`src/rtl/arb_resp_router.sv`:
```
// Response router for the round-robin arbiter tree: remembers the order in which requesters
// were granted and steers the single in-order response stream back to the matching master.
module arb_resp_router #(
  parameter int unsigned NumOut    = 4,
  parameter int unsigned DataWidth = 32,
  parameter type         DataType  = logic [DataWidth-1:0],
  parameter int unsigned MaxTrans  = 4,
  localparam int unsigned IdxWidth = (NumOut > 1) ? $clog2(NumOut) : 1,
  localparam int unsigned CntWidth = $clog2(MaxTrans + 1)
) (
  input  logic                clk_i,
  input  logic                rst_ni,
  input  logic                flush_i,
  input  logic                req_sent_i,
  input  logic [IdxWidth-1:0] req_idx_i,
  output logic                trans_full_o,
  input  logic                rsp_valid_i,
  output logic                rsp_ready_o,
  input  DataType             rsp_data_i,
  output logic [NumOut-1:0]   rsp_valid_o,
  input  logic [NumOut-1:0]   rsp_ready_i,
  output DataType             rsp_data_o [NumOut],
  output logic [IdxWidth-1:0] idx_o,
  output logic                empty_o,
  output logic [CntWidth-1:0] outstanding_o
);

  localparam int unsigned PtrWidth = (MaxTrans > 1) ? $clog2(MaxTrans) : 1;

  logic [IdxWidth-1:0] queue_q [MaxTrans];
  logic [PtrWidth-1:0] wr_ptr_q, rd_ptr_q;
  logic [CntWidth-1:0] count_q;
  logic [IdxWidth-1:0] head;
  logic                push, pop;

  function automatic logic [PtrWidth-1:0] ptr_inc(input logic [PtrWidth-1:0] p);
    return (32'(p) == MaxTrans - 1) ? '0 : p + 1'b1;
  endfunction

  assign empty_o       = (count_q == '0);
  assign trans_full_o  = (count_q == CntWidth'(MaxTrans));
  assign outstanding_o = count_q;
  assign head          = queue_q[rd_ptr_q];
  assign idx_o         = empty_o ? '0 : head;

  assign push = req_sent_i & ~trans_full_o;
  assign pop  = rsp_valid_i & rsp_ready_o;

  // An out-of-range head swallows its response so a bad index cannot wedge the slave port.
  always_comb begin
    rsp_valid_o = '0;
    rsp_ready_o = 1'b0;
    if (NumOut == 1) begin
      rsp_valid_o[0] = rsp_valid_i & ~empty_o;
      rsp_ready_o    = rsp_ready_i[0] & ~empty_o;
    end else if (!empty_o) begin
      if (32'(head) < NumOut) begin
        rsp_valid_o[head] = rsp_valid_i;
        rsp_ready_o       = rsp_ready_i[head];
      end else begin
        rsp_ready_o = 1'b1;
      end
    end
  end

  always_comb begin
    for (int k = 0; k < NumOut; k++) begin
      rsp_data_o[k] = rsp_data_i;
    end
  end

  always_ff @(posedge clk_i) begin
    if (!rst_ni) begin
      wr_ptr_q <= '0;
      rd_ptr_q <= '0;
      count_q  <= '0;
    end else if (flush_i) begin
      wr_ptr_q <= '0;
      rd_ptr_q <= '0;
      count_q  <= '0;
    end else begin
      if (push) wr_ptr_q <= ptr_inc(wr_ptr_q);
      if (pop)  rd_ptr_q <= ptr_inc(rd_ptr_q);
      case ({push, pop})
        2'b10:   count_q <= count_q + 1'b1;
        2'b01:   count_q <= count_q - 1'b1;
        default: count_q <= count_q;
      endcase
    end
  end

  // Queue entries are pure data; stale contents are never observed because count gates them.
  always_ff @(posedge clk_i) begin
    if (push && !flush_i) queue_q[wr_ptr_q] <= req_idx_i;
  end

`ifdef ARB_RESP_ROUTER_ASSERTS
  // Upstream protocol checks; the datapath still behaves deterministically when they fire.
  always_ff @(posedge clk_i) begin
    if (rst_ni && !flush_i) begin
      assert (!(req_sent_i && trans_full_o)) else $error("push while tracking queue full");
      assert (!(req_sent_i && (32'(req_idx_i) >= NumOut))) else $error("request index out of range");
      assert (!(rsp_valid_i && empty_o)) else $error("response with no outstanding request");
    end
  end
`endif

endmodule

```
`config.mk`:
```
export PLATFORM = sky130hd
export DESIGN_NAME = arb_resp_router
export DESIGN_NICKNAME = d
export VERILOG_FILES = /design/src/rtl/arb_resp_router.sv
export SDC_FILE = /design/constraint.sdc
export NUM_CORES = 1
export LEC_CHECK = 0
export BUFFER_PORTS_ARGS = -buffer_cell sky130_fd_sc_hd__buf_2
export CAP_MARGIN = 15
export CORE_ASPECT_RATIO = 0.75
export CORE_MARGIN = 2
export CORE_UTILIZATION = 36
export DETAILED_ROUTE_END_ITERATION = 7
export GPL_TIMING_DRIVEN = 0
export PLACE_DENSITY = 0.79
export SLEW_MARGIN = 15
export SYNTH_ARGS = -nofsm -noshare
export SYNTH_HDL_FRONTEND = slang
export SYNTH_SLANG_ARGS = --single-unit
```
`constraint.sdc`:
```
create_clock -name clk_i -period 3.7 [get_ports clk_i]
set_input_delay 0.74 -clock clk_i [delete_from_list [all_inputs] [get_ports clk_i]]
set_output_delay 0.74 -clock clk_i [all_outputs]
set_load 0.03 [all_outputs]
```
==> results.py <==
metrics = {
    "timing": {
        "rsz0062_at_grt": "false",
        "maxSlewHeadroom_pct": 56.0,
        "setup_viol": 0,
        "fin_skew_ps": 3.49,
        "setup_tns_ps": 0,
        "drv_slew": 0,
        "min_period_ps": 2920,
        "tightest_slew_ps": 655,
        "max_freq_ghz": 0.342,
        "hold_viol_final": 0,
        "fin_crit_sh_pct": 79.0,
    },
    "power_and_ir_drop": {
        "internal-power_uw": 427,
        "power_density_nw_per_um2": 262,
        "p_sw_share_pct": 39.3,
        "clockPowerShare_pct": 18.7,
        "combinationalPowerShare_pct": 52.4,
        "switchingPower_uw": 277,
        "ir_drop_uv": 240,
        "p_leak_uw": 0.00157,
        "pwr-share-seq_pct": 28.9,
    },
    "worst_setup_path": {
        "cp-start-kind": "flop",
        "critPathKind": "flop to flop",
        "crit_fanout": 5,
        "worst-endpoint-arrival_ps": 3100,
        "cp.required_ps": 3880,
        "end_kind": "flop",
    },
    "detailed_routing": {
        "first_pass_iters": 4,
        "met1_length_um": 1610,
        "drt-initial-drc-count": 16,
        "via_count": 1572,
        "vias_per_cell": 3.77,
        "wl_met2_um": 2230,
        "highest-signal-layer": "met3",
        "antenna_left": 0,
        "dr_wl_met3_um": 272,
        "finalWirelength_um": 4100,
        "drt-wirelength-per-cell_um": 9.84,
        "drc": 0,
    },
    "global_routing": {
        "antenna_found_initial": 0,
        "grt_pass1_wl_um": 5580,
        "grt_pass1_vias": 1207,
        "grt_max_degree": 10,
        "grt.overflow.total": 0,
        "grt_use_total_pct": 12.1,
    },
    "yosys": {
        "ys_async_sr_fraction_pct": 0,
        "syn_avg_cell_area_um2": 8.94,
        "netlist_instances": 203,
        "synth_area_leaders": "buf_4, edfxtp_1, dfxtp_1, ha_1, mux2i_1",
        "syn_area_um2": 1820,
        "syn-num-nets": 253,
        "yosys.area.top_type_share_pct": 52.9,
        "synth_top_area_cell": "buf_4",
        "seq_area_frac_synth_pct": 23.2,
        "ys_types": 25,
        "synth_edf_count": 8,
        "ys.flop_type": "dfxtp_1",
        "yosys_warnings": 0,
        "ys_ff_latch": 17,
    },
    "floorplanning": {
        "die_area_um2": 5630,
        "io-pin-count": 183,
        "std_cell_rows": 22,
        "die_y_um": 65.5,
        "coreArea_um2": 4870,
        "die_w_um": 86,
        "start_util_pct": 37.3,
    },
    "job": {
        "drv_cap": 0,
    },
    "clock_network": {
        "cts_setup_buffers": 0,
        "cts_made_buffers": 3,
        "cts-root-buf": "clkbuf_8",
        "cts_hold_buf": 0,
        "path_clk_slew_ps": 60,
        "cts_resized": 0,
        "h-tree-depth": 1,
        "cts_tree": "done",
        "clk_latency_ps": 240,
        "max-clock-path-buffers": 2,
        "clock-sinks": 17,
    },
    "placed_design": {
        "port_buffers": 150,
        "gp_congestion": 0.752,
        "dp_hpwl_um": 3700,
        "place_area_um2": 2640,
    },
    "finish": {
        "syn_to_final_growth_pct": 48.0,
        "fin_nets": 408,
        "drive_above_1_share_pct": 79.6,
        "stdcell_area_um2": 2690,
        "diodes": 0,
    },
    "hold_path": {
        "min_path_type": "flop to flop",
    },
    "outcome": {
        "status": "complete, no violations",
    },
}
==> path summary, 6_finish.rpt <==
check,start,to,slack (ps),cells after the start
hold reg to reg,rd_ptr_q[1],rd_ptr_q[1],490,2
hold / removal,rd_ptr_q[1],rd_ptr_q[1],490,2
setup / recovery,flop,outstanding_o[2],780,9
setup reg to reg,flop,outstanding_o[2],780,9
==> cell usage in the layout (no fill, tap or decap) <==
cell / synthesis / routed
nor2_1: 10 / 10
nand2_1: 4 / 4
xor2_1: 2 / 2
mux4_1: 1 / 1
a211oi_1: 1 / 1
mux4_2: 1 / 1
dfxtp_1: 9 / 9
clkbuf_8: 0 / 3
mux2i_1: 5 / 5
buf_4: 128 / 128
and2b_1: 1 / 1
o21ai_0: 1 / 1
nor3b_1: 1 / 1
inv_1: 6 / 6
buf_2: 0 / 150
a21oi_1: 3 / 3
nand3b_1: 1 / 1
ha_1: 6 / 6
edfxtp_1: 8 / 8
nor3_1: 1 / 1
and2_1: 4 / 4
o22ai_2: 1 / 1
or3_1: 3 / 3
nor2b_1: 2 / 2
or3b_4: 1 / 1
nand2b_1: 2 / 2
clkbuf_1: 0 / 1
fa_1: 1 / 1
==> Yosys cell counts (all sizes together) (2+ instances only) <==
cell and count:
a21oi 3, and2 4, buf 128, dfxtp 9
edfxtp 8, ha 6, inv 6, mux2i 5
mux4 2, nand2 4, nand2b 2, nor2 10
nor2b 2, or3 3, xor2 2
==> per-stage QoR <==
stage | instances | util, % | hold slack, ps | total power (µW) | worst slack, ps
finish | 417 | 55.1 | 487 | 704 | 775
global placement | 413 | 54.2 | 470 | 576 | 787
floorplan | 203 | - | 454 | 498 | 827
detailed placement | 413 | 54.2 | 475 | 579 | 781
CTS | 417 | 55.1 | 486 | 712 | 755
global route | 417 | 55.1 | 515 | 735 | 614
==> critical path, cell delays in order (launching register included) <==
cell,delay [ps]
dfxtp_1,370
mux4_2,570
or3b_4,420
o22ai_2,250
ha_1,230
inv_1,60
fa_1,370
xor2_1,160
or3_1,300
a21oi_1,140
==> power by group through the flow <==
stage	logic [µW]	registers, µW	clock network [µW]
floorplan	289	209	0
global placement	369	207	0
detailed placement	372	208	0
CTS	372	203	137
global route	388	204	143
finish	369	203	132
==> area by class of cell <==
type	count	area (µm²)
Fill cell	456	2190
Buffer	128	961
Timing Repair Buffer	150	751
Sequential cell	17	420
Multi-Input combinational cell	52	412
Tap cell	60	75.1
Clock buffer	4	45.0
Inverter	6	22.5
==> routing by layer <==
layer / vias up / track usage, %
met5: - / 0
met2: 56 / 22.8
met4: 0 / 1.19
met1: 696 / 14.7
met3: 0 / 2.39
li1: 820 / -
==> kinds of logic after synthesis <==
group                    Yosys count  synth area share, %
buffers and inverters            134                 54.2
AND/OR/NAND/NOR                   30                 8.82
flip-flops                        17                 23.2
multiplexers                       7                 5.44
adder cells (fa/ha/maj)            7                 5.24
AO/OA/AOI/OAI                      6                 2.20
XOR/XNOR                           2                0.965
(Power assumes the default switching activity.)
